$ cat src/rtl/pc_ctrl_if.sv
// Bundle of the PC register, redirect and instruction-fetch signals around pc_ctrl.
// The master modport is the controller; the slave modport is the surrounding pipeline.
interface pc_ctrl_if #(
  parameter int unsigned CNT_W = 32
);
  logic [31:0]      pc_i;
  logic             trap_req_i;
  logic [31:0]      trap_addr_i;
  logic             branch_req_i;
  logic [31:0]      branch_addr_i;
  logic             id_stall_i;
  logic             if_ack_i;
  logic             if_req_o;
  logic [31:0]      if_addr_o;
  logic             pc_hold_o;
  logic             jump_flag_o;
  logic [31:0]      jump_addr_o;
  logic             flush_o;
  logic             misalign_o;
  logic [CNT_W-1:0] fetch_cnt_o;

  modport master (
    input  pc_i, trap_req_i, trap_addr_i, branch_req_i, branch_addr_i, id_stall_i, if_ack_i,
    output if_req_o, if_addr_o, pc_hold_o, jump_flag_o, jump_addr_o, flush_o, misalign_o,
           fetch_cnt_o
  );

  modport slave (
    output pc_i, trap_req_i, trap_addr_i, branch_req_i, branch_addr_i, id_stall_i, if_ack_i,
    input  if_req_o, if_addr_o, pc_hold_o, jump_flag_o, jump_addr_o, flush_o, misalign_o,
           fetch_cnt_o
  );
endinterface

$ cat src/rtl/pc_ctrl.sv
// PC sequencer: holds the PC through boot, runs the fetch handshake, and turns trap/branch
// requests into a one-cycle redirect (jump + flush). Trap always outranks branch.
module pc_ctrl #(
  parameter int unsigned BOOT_CYCLES = 2,
  parameter int unsigned CNT_W       = 32
) (
  input logic       clk,
  input logic       rst,
  pc_ctrl_if.master bus
);

  localparam int unsigned BootW = $clog2(BOOT_CYCLES + 1);

  typedef enum logic [1:0] {StBoot, StFetch, StRedir} state_e;

  state_e           r_state, w_state_next;
  logic [BootW-1:0] r_boot_cnt, w_boot_cnt_next;
  logic             r_pend_valid, w_pend_valid_next;
  logic             r_pend_trap, w_pend_trap_next;
  logic [31:0]      r_pend_addr, w_pend_addr_next;
  logic [31:0]      r_jump_addr, w_jump_addr_next;
  logic [CNT_W-1:0] r_fetch_cnt, w_fetch_cnt_next;
  logic             w_fire;
  logic [31:0]      w_target;

  assign bus.if_addr_o   = bus.pc_i;
  assign bus.fetch_cnt_o = r_fetch_cnt;
  assign w_target        = {r_pend_addr[31:2], 2'b00};

  // State and bookkeeping registers with synchronous reset
  always_ff @(posedge clk) begin
    if (rst) begin
      r_state      <= StBoot;
      r_boot_cnt   <= '0;
      r_pend_valid <= 1'b0;
      r_pend_trap  <= 1'b0;
      r_pend_addr  <= '0;
      r_jump_addr  <= '0;
      r_fetch_cnt  <= '0;
    end else begin
      r_state      <= w_state_next;
      r_boot_cnt   <= w_boot_cnt_next;
      r_pend_valid <= w_pend_valid_next;
      r_pend_trap  <= w_pend_trap_next;
      r_pend_addr  <= w_pend_addr_next;
      r_jump_addr  <= w_jump_addr_next;
      r_fetch_cnt  <= w_fetch_cnt_next;
    end
  end

  // Next-state, pending-redirect arbitration and output decode
  always_comb begin
    w_state_next      = r_state;
    w_boot_cnt_next   = r_boot_cnt;
    w_pend_valid_next = r_pend_valid;
    w_pend_trap_next  = r_pend_trap;
    w_pend_addr_next  = r_pend_addr;
    w_jump_addr_next  = r_jump_addr;
    w_fetch_cnt_next  = r_fetch_cnt;
    w_fire            = 1'b0;
    bus.if_req_o      = 1'b0;
    bus.pc_hold_o     = 1'b1;
    bus.jump_flag_o   = 1'b0;
    bus.jump_addr_o   = r_jump_addr;
    bus.flush_o       = 1'b0;
    bus.misalign_o    = 1'b0;

    unique case (r_state)
      StBoot: begin
        // A latched trap is never displaced by a later branch
        if (bus.trap_req_i) begin
          w_pend_valid_next = 1'b1;
          w_pend_trap_next  = 1'b1;
          w_pend_addr_next  = bus.trap_addr_i;
        end else if (bus.branch_req_i && !(r_pend_valid && r_pend_trap)) begin
          w_pend_valid_next = 1'b1;
          w_pend_trap_next  = 1'b0;
          w_pend_addr_next  = bus.branch_addr_i;
        end
        if (r_boot_cnt == BootW'(BOOT_CYCLES - 1)) begin
          w_state_next = w_pend_valid_next ? StRedir : StFetch;
        end else begin
          w_boot_cnt_next = r_boot_cnt + 1'b1;
        end
      end
      StFetch: begin
        bus.if_req_o  = !bus.id_stall_i;
        w_fire        = bus.if_req_o && bus.if_ack_i;
        bus.pc_hold_o = !w_fire;
        if (w_fire) w_fetch_cnt_next = r_fetch_cnt + 1'b1;
        // An instruction acked alongside a redirect is counted, then flushed in REDIR
        if (bus.trap_req_i) begin
          w_pend_valid_next = 1'b1;
          w_pend_trap_next  = 1'b1;
          w_pend_addr_next  = bus.trap_addr_i;
          w_state_next      = StRedir;
        end else if (bus.branch_req_i) begin
          w_pend_valid_next = 1'b1;
          w_pend_trap_next  = 1'b0;
          w_pend_addr_next  = bus.branch_addr_i;
          w_state_next      = StRedir;
        end
      end
      StRedir: begin
        bus.jump_flag_o  = 1'b1;
        bus.flush_o      = 1'b1;
        bus.jump_addr_o  = w_target;
        bus.misalign_o   = (r_pend_addr[1:0] != 2'b00);
        w_jump_addr_next = w_target;
        // Branches here come from flushed instructions; only a new trap extends REDIR
        if (bus.trap_req_i) begin
          w_pend_valid_next = 1'b1;
          w_pend_trap_next  = 1'b1;
          w_pend_addr_next  = bus.trap_addr_i;
        end else begin
          w_pend_valid_next = 1'b0;
          w_pend_trap_next  = 1'b0;
          w_state_next      = StFetch;
        end
      end
      default: begin
        w_state_next = StBoot;
      end
    endcase
  end

endmodule
$ cat src/flat_wrapper.sv
// flat-port wrapper written by rule: the top's interface ports become plain ports
module pc_ctrl_flat 
#(
  parameter int unsigned BOOT_CYCLES = 2,
  parameter int unsigned CNT_W       = 32
)
  (clk, rst, bus_pc_i, bus_trap_req_i, bus_trap_addr_i, bus_branch_req_i, bus_branch_addr_i, bus_id_stall_i, bus_if_ack_i, bus_if_req_o, bus_if_addr_o, bus_pc_hold_o, bus_jump_flag_o, bus_jump_addr_o, bus_flush_o, bus_misalign_o, bus_fetch_cnt_o);
  pc_ctrl_if #(.CNT_W(CNT_W)) bus_i ();
  input logic clk;
  input logic rst;
  input wire logic [$bits(bus_i.pc_i)-1:0] bus_pc_i;
  input wire logic [$bits(bus_i.trap_req_i)-1:0] bus_trap_req_i;
  input wire logic [$bits(bus_i.trap_addr_i)-1:0] bus_trap_addr_i;
  input wire logic [$bits(bus_i.branch_req_i)-1:0] bus_branch_req_i;
  input wire logic [$bits(bus_i.branch_addr_i)-1:0] bus_branch_addr_i;
  input wire logic [$bits(bus_i.id_stall_i)-1:0] bus_id_stall_i;
  input wire logic [$bits(bus_i.if_ack_i)-1:0] bus_if_ack_i;
  output wire logic [$bits(bus_i.if_req_o)-1:0] bus_if_req_o;
  output wire logic [$bits(bus_i.if_addr_o)-1:0] bus_if_addr_o;
  output wire logic [$bits(bus_i.pc_hold_o)-1:0] bus_pc_hold_o;
  output wire logic [$bits(bus_i.jump_flag_o)-1:0] bus_jump_flag_o;
  output wire logic [$bits(bus_i.jump_addr_o)-1:0] bus_jump_addr_o;
  output wire logic [$bits(bus_i.flush_o)-1:0] bus_flush_o;
  output wire logic [$bits(bus_i.misalign_o)-1:0] bus_misalign_o;
  output wire logic [$bits(bus_i.fetch_cnt_o)-1:0] bus_fetch_cnt_o;
  assign bus_i.pc_i = bus_pc_i;
  assign bus_i.trap_req_i = bus_trap_req_i;
  assign bus_i.trap_addr_i = bus_trap_addr_i;
  assign bus_i.branch_req_i = bus_branch_req_i;
  assign bus_i.branch_addr_i = bus_branch_addr_i;
  assign bus_i.id_stall_i = bus_id_stall_i;
  assign bus_i.if_ack_i = bus_if_ack_i;
  assign bus_if_req_o = bus_i.if_req_o;
  assign bus_if_addr_o = bus_i.if_addr_o;
  assign bus_pc_hold_o = bus_i.pc_hold_o;
  assign bus_jump_flag_o = bus_i.jump_flag_o;
  assign bus_jump_addr_o = bus_i.jump_addr_o;
  assign bus_flush_o = bus_i.flush_o;
  assign bus_misalign_o = bus_i.misalign_o;
  assign bus_fetch_cnt_o = bus_i.fetch_cnt_o;
  pc_ctrl #(.BOOT_CYCLES(BOOT_CYCLES), .CNT_W(CNT_W)) u_core (.clk(clk), .rst(rst), .bus(bus_i));
endmodule
$ cat config.mk
export PLATFORM = sky130hd
export DESIGN_NAME = pc_ctrl_flat
export DESIGN_NICKNAME = d
export VERILOG_FILES = /design/src/rtl/pc_ctrl_if.sv /design/src/rtl/pc_ctrl.sv /design/src/flat_wrapper.sv
export SDC_FILE = /design/constraint.sdc
export NUM_CORES = 1
export LEC_CHECK = 0
export ABC_CLOCK_PERIOD_IN_PS = 7700
export BUFFER_PORTS_ARGS = -buffer_cell sky130_fd_sc_hd__buf_2
export CAP_MARGIN = 20
export CORE_MARGIN = 1
export CORE_UTILIZATION = 50
export CTS_CLUSTER_DIAMETER = 50
export DETAILED_ROUTE_END_ITERATION = 8
export PLACE_DENSITY = 0.82
export RECOVER_POWER = 50
export SLEW_MARGIN = 15
export SYNTH_ARGS = -nofsm -noshare
export SYNTH_HDL_FRONTEND = slang
export SYNTH_SLANG_ARGS = --single-unit
$ cat constraint.sdc
create_clock -name clk -period 7.7 [get_ports clk]
set_clock_uncertainty 0.2 [all_clocks]
set_input_delay 0.77 -clock clk [delete_from_list [all_inputs] [get_ports clk]]
set_output_delay 0.77 -clock clk [all_outputs]
set_load 0.01 [all_outputs]
==> flow_results.xml, run 1 <==
<?xml version="1.0" encoding="UTF-8"?>
<metrics>
  <group name="outcome">
    <metric name="status" unit="">complete, but fails checks</metric>
    <metric name="violations" unit="">max-capacitance violations, max-slew violations</metric>
  </group>
  <group name="critical_path">
    <metric name="crit_family" unit="">buffers and inverters</metric>
    <metric name="worst-setup-path-type" unit="">register to output pin</metric>
    <metric name="worstSetupStartpoint" unit="">u_core.r_state[0]$_SDFFE_PP0P_</metric>
    <metric name="worstSetupStartpointType" unit="">register</metric>
    <metric name="worstReg2RegStart" unit="">u_core.r_state[0]$_SDFFE_PP0P_</metric>
    <metric name="cp.buffers_inverters" unit="">3</metric>
    <metric name="worst_path_largest_cell_delay" unit="ns">1.73</metric>
    <metric name="required_time_of_the_critical_path" unit="ns">6.73</metric>
    <metric name="critical_path_arrival" unit="ns">3.94</metric>
    <metric name="crit_slowest_cell" unit="">sky130_fd_sc_hd__clkbuf_1</metric>
    <metric name="cp_cell_sequence" unit="">inv_1, ha_1, clkbuf_1, mux2_2, buf_2</metric>
    <metric name="setup.worst_path.end_class" unit="">output pin</metric>
    <metric name="critical_path_peak_fanout" unit="">51</metric>
  </group>
  <group name="layout">
    <metric name="multi_input_comb_area" unit="um2">2460</metric>
    <metric name="most-common-layout-cells" unit="">104 x sky130_fd_sc_hd__buf_2, 102 x sky130_fd_sc_hd__dfxtp_1, 54 x sky130_fd_sc_hd__nor2_1, 45 x sky130_fd_sc_hd__nor2b_1, 43 x sky130_fd_sc_hd__inv_1</metric>
    <metric name="share_of_layout_cells_above_drive_strength_1" unit="">0.237</metric>
    <metric name="nNetsFinal" unit="">770</metric>
    <metric name="leading_cell_type_in_the_layout_fill_and_taps_excluded" unit="">sky130_fd_sc_hd__buf_2</metric>
    <metric name="layout.area.seq" unit="um2">2040</metric>
    <metric name="syn_to_final_growth" unit="%">12.1</metric>
    <metric name="fill_cells" unit="">982</metric>
  </group>
  <group name="clock_network">
    <metric name="cts-hold-fix-buffers" unit="">0</metric>
    <metric name="clk_latency" unit="ns">0.35</metric>
    <metric name="cts_made_buffers" unit="">9</metric>
    <metric name="cts_setup_buffers" unit="">0</metric>
    <metric name="clock-sinks" unit="">102</metric>
    <metric name="tritoncts" unit="">done</metric>
    <metric name="clock-root-buffer" unit="">sky130_fd_sc_hd__clkbuf_8</metric>
    <metric name="cts_buffer_depth" unit="">2</metric>
    <metric name="cts-resized-gates" unit="">0</metric>
    <metric name="htreeDepth" unit="">3</metric>
    <metric name="clkTransAtPathRegs" unit="ns">0.09</metric>
  </group>
  <group name="power">
    <metric name="internal_power" unit="uW">1000</metric>
    <metric name="netSwitchingPower" unit="uW">563</metric>
    <metric name="power_switching_share" unit="">0.359</metric>
    <metric name="p_clk_frac" unit="">0.214</metric>
    <metric name="vdd_drop_max" unit="uV">144</metric>
    <metric name="total_power" unit="uW">1570</metric>
    <metric name="combinationalPowerShare" unit="">0.376</metric>
    <metric name="seq_power_share" unit="">0.410</metric>
    <metric name="cellPowerDensity" unit="nW/um2">274</metric>
    <metric name="leakage" unit="uW">0.00229</metric>
  </group>
  <group name="logic_synthesis">
    <metric name="synth-compound-area-share" unit="">0.183</metric>
    <metric name="postSynthCellCount" unit="">593</metric>
    <metric name="post_synth_and_or_nand_nor_area_fraction" unit="">0.180</metric>
    <metric name="synthTopCellsByArea" unit="">sky130_fd_sc_hd__dfxtp_1 40%, sky130_fd_sc_hd__mux2_2 8.6%, sky130_fd_sc_hd__nor2b_1 5.5%</metric>
    <metric name="area_of_the_mapped_netlist" unit="um2">5100</metric>
    <metric name="count_of_warnings_emitted_by_yosys" unit="">0</metric>
    <metric name="syn_avg_cell_area" unit="um2">8.61</metric>
    <metric name="post_synth_mux_area_share" unit="">0.0880</metric>
    <metric name="yosysSeqAreaShare" unit="">0.400</metric>
    <metric name="yosys_register_bits" unit="">102</metric>
    <metric name="synth_fa_ha_area_frac" unit="">0.0147</metric>
    <metric name="synthDominantAreaCellType" unit="">sky130_fd_sc_hd__dfxtp_1</metric>
    <metric name="synth_cell_types" unit="">40</metric>
    <metric name="post-synth-top-area-fraction" unit="">0.400</metric>
    <metric name="post_synth_xor_area_fraction" unit="">0.0154</metric>
    <metric name="dominant_combinational_cell_family_by_area_after_synthesis" unit="">compound AO/OA/AOI/OAI gates</metric>
    <metric name="syn_nets" unit="">701</metric>
  </group>
  <group name="floorplan">
    <metric name="initial_core_util" unit="">0.520</metric>
    <metric name="floorplan.io_pins" unit="">203</metric>
    <metric name="die-width" unit="um">103</metric>
    <metric name="area_of_the_core_region" unit="um2">9820</metric>
    <metric name="die-height" unit="um">103</metric>
    <metric name="std_cell_rows" unit="">36</metric>
    <metric name="floorplan.die_area" unit="um2">10600</metric>
  </group>
  <group name="drt">
    <metric name="detail_route.iter0.violations" unit="">171</metric>
    <metric name="postRouteWirelength" unit="mm">11.6</metric>
    <metric name="final_antenna_net_count" unit="">0</metric>
    <metric name="drt_pre_antenna_iters" unit="">5</metric>
    <metric name="post_drt_via_cell_ratio" unit="">5.53</metric>
    <metric name="drc" unit="">0</metric>
    <metric name="via_count" unit="">4433</metric>
    <metric name="detail_route.wl_per_cell" unit="um">14.5</metric>
  </group>
  <group name="hold_path">
    <metric name="hp-class" unit="">register to register</metric>
    <metric name="hold_start" unit="">u_core.r_pend_addr[30]$_SDFFE_PP0P_</metric>
  </group>
  <group name="global_route">
    <metric name="grt_antenna_before_repair" unit="">1</metric>
    <metric name="first_global_vias" unit="">4004</metric>
    <metric name="grt.met3_usage" unit="">0.0447</metric>
    <metric name="track_usage" unit="">0.218</metric>
    <metric name="groute.layer.met1.usage" unit="">0.268</metric>
    <metric name="grt_busiest_layer" unit="">met2</metric>
    <metric name="gr_met2_demand_resource" unit="">0.376</metric>
    <metric name="grt_pass1_wl" unit="mm">18.3</metric>
    <metric name="maximum_number_of_pins_on_one_net_before_global_route_repair" unit="">112</metric>
    <metric name="grt-ovfl-total" unit="">0</metric>
  </group>
  <group name="sta">
    <metric name="max_clock_freq" unit="MHz">204</metric>
    <metric name="timing_worst_slew_pin_value" unit="ns">2.34</metric>
    <metric name="hold_viol" unit="">0</metric>
    <metric name="setup_viol_count_final" unit="">0</metric>
    <metric name="rsz0062_at_grt" unit="">no</metric>
    <metric name="fraction_of_the_cycle_the_final_worst_path_needs" unit="">0.638</metric>
    <metric name="slew_headroom" unit="">-0.560</metric>
    <metric name="setup_tns" unit="ns">0</metric>
    <metric name="final_period_minus_worst_setup_slack" unit="ns">4.91</metric>
    <metric name="final-max-slew-violation-count" unit="">88</metric>
    <metric name="post_route_setup_slack" unit="ns">2.79</metric>
  </group>
  <group name="place">
    <metric name="post_dp_hpwl" unit="mm">7.89</metric>
    <metric name="place.port_buffers" unit="">138</metric>
    <metric name="gpl.final_weighted_congestion" unit="">0.788</metric>
    <metric name="place_worst_setup_slack" unit="ns">4.44</metric>
  </group>
  <group name="run">
    <metric name="drv_cap" unit="">2</metric>
  </group>
</metrics>
Yosys cell counts (all sizes together):
library cell / count
dfxtp: 102
nor2: 54
nor2b: 45
inv: 43
buf: 42
o21ai: 41
clkbuf: 40
mux2: 39
a211oi: 35
a221oi: 32
a21oi: 21
nand2: 14
nand3: 9
or3: 9
nand4: 8
nor4: 8
or4: 8
ha: 6
o31ai: 6
xnor2: 6
and4: 5
nor3: 4
xor2: 3
or2: 2
a21boi: 1
a21o: 1
and3b: 1
mux2i: 1
nand2b: 1
nand4b: 1
nor3b: 1
nor4b: 1
o211ai: 1
o21a: 1
o21bai: 1
stage by stage:
step | area, um2 | cells | utilization | hold WS (ns)
final | 5720 | 801 | 0.583 | 0.258
after global routing | 5720 | 800 | 0.582 | 0.275
after CTS | 5730 | 799 | 0.584 | 0.261
after detailed placement | 5530 | 783 | 0.564 | 0.245
after global placement | 5530 | 783 | 0.564 | 0.240
after floorplan | 5100 | 593 | - | 0.230
power by group through the flow:
stage | clock network, uW | registers, uW | logic (uW)
4_1_cts | 346 | 641 | 585
6_report | 335 | 642 | 589
5_1_grt | 368 | 651 | 658
3_5_place_dp | 0 | 653 | 582
3_3_place_gp | 0 | 648 | 560
2_1_floorplan | 0 | 639 | 466
final cells by class:
class | instances | area share
Timing Repair Buffer | 140 | 0.119
Multi-Input combinational cell | 366 | 0.431
Sequential cell | 102 | 0.357
Inverter | 43 | 0.0282
Antenna cell | 1 | 0.000437
Clock buffer | 11 | 0.0247
Tap cell | 133 | 0.0291
Clock inverter | 5 | 0.0103
worst register-to-register path, cell delays in order, from the launching register on:
cell and delay (ns):
sky130_fd_sc_hd__dfxtp_1 0.36, sky130_fd_sc_hd__inv_1 0.15, sky130_fd_sc_hd__ha_1 0.71, sky130_fd_sc_hd__clkbuf_1 1.74
sky130_fd_sc_hd__o21bai_1 0.29, sky130_fd_sc_hd__a21o_1 0.82, sky130_fd_sc_hd__a211oi_1 0.21
flip-flops by register name (all words and copies together) (netlist names):
signal,count
u_core.r_boot_cnt,2
u_core.r_jump_addr,32
u_core.r_state,2
u_core.r_pend_valid,1
u_core.r_pend_addr,32
u_core.r_pend_trap,1
u_core.bus.fetch_cnt_o,32
worst paths after layout:
| kind | to | slack (ns) | depth (start not counted) |
|---|---|---|---|
| hold reg to reg | u_core.r_pend_addr[30]$_SDFFE_PP0P_ | 0.26 | 2 |
| setup reg to reg | u_core.r_pend_addr[4]$_SDFFE_PP0P_ | 3.08 | 6 |
| setup / recovery | bus_jump_addr_o[13] | 2.79 | 5 |
| hold / removal | u_core.r_pend_addr[30]$_SDFFE_PP0P_ | 0.26 | 2 |
metal layers:
layer / vias up / routed length (um)
met5: - / 10
met4: 2 / 186
met3: 23 / 761
met2: 157 / 5690
met1: 2063 / 4970
li1: 2188 / -
logic make-up (layout without fill, tap and decap cells):
logic type	count (synthesis)	count (layout)
simple gates	171	171
compound gates	140	140
buf+inv	125	199
flops	102	102
mux	40	40
xor+xnor	9	9
fa+ha+maj	6	6
other cells	0	1
Power figures use the tool's default switching activity.
==> inputs of run 2 (changes only) <==
--- a/config.mk
+++ b/config.mk
@@ -5,14 +5,14 @@
 export SDC_FILE = /design/constraint.sdc
 export NUM_CORES = 1
 export LEC_CHECK = 0
-export ABC_CLOCK_PERIOD_IN_PS = 7700
+export ABC_CLOCK_PERIOD_IN_PS = 4140
 export BUFFER_PORTS_ARGS = -buffer_cell sky130_fd_sc_hd__buf_2
 export CAP_MARGIN = 20
 export CORE_MARGIN = 1
-export CORE_UTILIZATION = 50
+export CORE_UTILIZATION = 44
 export CTS_CLUSTER_DIAMETER = 50
 export DETAILED_ROUTE_END_ITERATION = 8
-export PLACE_DENSITY = 0.82
+export PLACE_DENSITY = 0.76
 export RECOVER_POWER = 50
 export SLEW_MARGIN = 15
 export SYNTH_ARGS = -nofsm -noshare
==> constraint.sdc (replaced) <==
create_clock -name clk -period 4.14 [get_ports clk]
set_clock_uncertainty 0.2 [all_clocks]
set_input_delay 0.414 -clock clk [delete_from_list [all_inputs] [get_ports clk]]
set_output_delay 0.414 -clock clk [all_outputs]
set_load 0.01 [all_outputs]
==> run 2 against run 1 <==
  * The flow now finishes without violations
  * Cell area is 2.2% higher
  * Non-clock buffer count is 4 higher
  * Utilization is 5.5 points lower
  * Via count is 1.6% higher
  * First-iteration DRC count is 67% higher
  * Register-to-register slack worse by 2.0 ns
  * Clock power is 150% higher
  * Cell count is 1.1% higher
  * Routed wire length is 4.0% higher
  * Largest cell class unchanged
  * Highest routed layer is now met4
==> flow_results.xml, run 2 (synthesized netlist as in run 1, its figures left out) <==
<?xml version="1.0" encoding="UTF-8"?>
<metrics>
  <group name="outcome">
    <metric name="status" unit="">finished, final reports clean</metric>
  </group>
  <group name="sta">
    <metric name="final-max-slew-violation-count" unit="">0</metric>
    <metric name="hold_viol" unit="">0</metric>
    <metric name="setup_tns" unit="ns">0</metric>
    <metric name="timing_worst_slew_pin_value" unit="ns">0.923</metric>
    <metric name="final_period_minus_worst_setup_slack" unit="ns">3.52</metric>
    <metric name="slew_headroom" unit="">0.385</metric>
    <metric name="fraction_of_the_cycle_the_final_worst_path_needs" unit="">0.850</metric>
    <metric name="max_clock_freq" unit="MHz">284</metric>
    <metric name="setup_viol_count_final" unit="">0</metric>
    <metric name="rsz0062_at_grt" unit="">no</metric>
  </group>
  <group name="floorplan">
    <metric name="die-height" unit="um">110</metric>
    <metric name="area_of_the_core_region" unit="um2">11100</metric>
    <metric name="std_cell_rows" unit="">38</metric>
    <metric name="floorplan.io_pins" unit="">203</metric>
    <metric name="initial_core_util" unit="">0.461</metric>
    <metric name="floorplan.die_area" unit="um2">12000</metric>
    <metric name="die-width" unit="um">110</metric>
  </group>
  <group name="drt">
    <metric name="detailroute.wirelength.met2" unit="mm">5.83</metric>
    <metric name="postRouteWirelength" unit="mm">12.1</metric>
    <metric name="detail_route.iter0.violations" unit="">285</metric>
    <metric name="post_drt_via_cell_ratio" unit="">5.56</metric>
    <metric name="wl_met3" unit="um">915</metric>
    <metric name="detail_route.wl_per_cell" unit="um">14.9</metric>
    <metric name="drc" unit="">0</metric>
    <metric name="via_count" unit="">4503</metric>
    <metric name="routedLengthMet1" unit="mm">5.23</metric>
    <metric name="routed.top_layer" unit="">met4</metric>
    <metric name="drt_pre_antenna_iters" unit="">5</metric>
    <metric name="final_antenna_net_count" unit="">0</metric>
  </group>
  <group name="clock_network">
    <metric name="clkTransAtPathRegs" unit="ns">0.06</metric>
    <metric name="cts_buffer_depth" unit="">2</metric>
    <metric name="htreeDepth" unit="">3</metric>
    <metric name="clock-sinks" unit="">102</metric>
    <metric name="clock-root-buffer" unit="">sky130_fd_sc_hd__clkbuf_16</metric>
    <metric name="cts-hold-fix-buffers" unit="">0</metric>
    <metric name="cts_setup_buffers" unit="">0</metric>
    <metric name="cts_made_buffers" unit="">9</metric>
    <metric name="cts-resized-gates" unit="">0</metric>
    <metric name="tritoncts" unit="">done</metric>
    <metric name="clk_latency" unit="ns">0.34</metric>
  </group>
  <group name="place">
    <metric name="postPlaceCellArea" unit="um2">5570</metric>
    <metric name="place.detailed.instances" unit="">793</metric>
    <metric name="post_dp_hpwl" unit="mm">8.01</metric>
    <metric name="gpl.final_weighted_congestion" unit="">0.785</metric>
    <metric name="place.port_buffers" unit="">138</metric>
  </group>
  <group name="critical_path">
    <metric name="critical_path_peak_fanout" unit="">43</metric>
    <metric name="worst-setup-path-type" unit="">register to output pin</metric>
    <metric name="critical_path_arrival" unit="ns">2.90</metric>
    <metric name="crit_slowest_cell" unit="">sky130_fd_sc_hd__clkbuf_2</metric>
    <metric name="required_time_of_the_critical_path" unit="ns">3.53</metric>
    <metric name="setup.worst_path.end_class" unit="">output pin</metric>
    <metric name="cp_cell_sequence" unit="">inv_1, ha_2, clkbuf_2, mux2_2, buf_2</metric>
    <metric name="worstSetupStartpointType" unit="">register</metric>
    <metric name="worst-r2r-setup-slack" unit="ns">1.08</metric>
    <metric name="worst_path_largest_cell_delay" unit="ns">0.83</metric>
  </group>
  <group name="hold_path">
    <metric name="hp-class" unit="">input pin to register</metric>
  </group>
  <group name="layout">
    <metric name="syn_to_final_growth" unit="%">14.5</metric>
    <metric name="leading_cell_type_in_the_layout_fill_and_taps_excluded" unit="">sky130_fd_sc_hd__dfxtp_1</metric>
    <metric name="share_of_layout_cells_above_drive_strength_1" unit="">0.239</metric>
    <metric name="fin_area" unit="um2">5840</metric>
    <metric name="nNetsFinal" unit="">774</metric>
    <metric name="final-instance-count-excl-fill" unit="">810</metric>
    <metric name="most-common-layout-cells" unit="">102 x sky130_fd_sc_hd__dfxtp_1, 101 x sky130_fd_sc_hd__buf_2, 54 x sky130_fd_sc_hd__nor2_1, 45 x sky130_fd_sc_hd__nor2b_1, 43 x sky130_fd_sc_hd__inv_1</metric>
    <metric name="fill_cells" unit="">1050</metric>
  </group>
  <group name="power">
    <metric name="leakage" unit="uW">0.00235</metric>
    <metric name="cellPowerDensity" unit="nW/um2">537</metric>
    <metric name="vdd_drop_max" unit="uV">236</metric>
  </group>
  <group name="global_route">
    <metric name="first_global_vias" unit="">4057</metric>
    <metric name="maximum_number_of_pins_on_one_net_before_global_route_repair" unit="">112</metric>
    <metric name="grt_pass1_wl" unit="mm">18.9</metric>
    <metric name="grt-ovfl-total" unit="">0</metric>
    <metric name="track_usage" unit="">0.199</metric>
    <metric name="grt_antenna_before_repair" unit="">1</metric>
  </group>
  <group name="run">
    <metric name="drv_cap" unit="">0</metric>
  </group>
</metrics>
## run 2: cell types whose count changed in the layout (fill, tap and decap cells not counted), sizes merged
cell      previous run  this run
buf                106       107
inv                 43        45
clkinv               2         1
clkbuf              45        46
clkinvlp             2         1
## run 2: final cells by class
cell class / instances / area, um2 / area share
clock buffers: 9 / 225 / 0.0385
well taps: 140 / 175 / 0.0300
clock inverters: 5 / 60.1 / 0.0103
flip-flops and latches: 102 / 2040 / 0.349
repair buffers: 144 / 718 / 0.123
diodes: 1 / 2.50 / 0.000428
inverters: 43 / 161 / 0.0276
multi-input cells: 366 / 2460 / 0.421
## run 2: critical path: cells and delay by family, from the launching register on
family / cells / cell delay (ns)
multiplexers: 1 / 0.45
buffers and inverters: 3 / 1.14
adder cells (fa/ha/maj): 1 / 0.63
flip-flops: 1 / 0.34
## run 2: per-layer routing
layer,vias up,global-route usage
met5,-,0
met2,189,0.332
met1,2106,0.246
li1,2196,-
met4,0,0.0705
met3,12,0.0551
## run 2: power by group
group / total [uW] / switching [uW] / internal (uW)
combinational: 1120 / 655 / 466
clock: 827 / 361 / 465
sequential: 1190 / 69.8 / 1120
total: 3140 / 1090 / 2050
## run 2: final timing paths
kind | from | to | cells after the start
worst max register to register | u_core.r_state[1]$_SDFFE_PP0P_ | u_core.bus.fetch_cnt_o[31]$_SDFFE_PP0P_ | 7
worst max-delay path | u_core.r_state[0]$_SDFFE_PP0P_ | bus_jump_addr_o[9] | 5
worst min-delay path | bus_trap_req_i | u_core.r_pend_trap$_SDFFE_PP0P_ | 3
worst min register to register | u_core.r_pend_addr[29]$_SDFFE_PP0P_ | u_core.r_pend_addr[29]$_SDFFE_PP0P_ | 2
## run 2: stage by stage
stage | util | worst slack [ns] | hold slack (ns) | total power, uW
2_1_floorplan | - | 1.60 | 0.230 | 2060
3_3_place_gp | 0.502 | 1.17 | 0.240 | 2280
3_5_place_dp | 0.502 | 1.02 | 0.244 | 2320
4_1_cts | 0.528 | 0.889 | 0.183 | 3150
5_1_grt | 0.527 | 0.416 | 0.205 | 3350
6_report | 0.528 | 0.622 | 0.196 | 3140
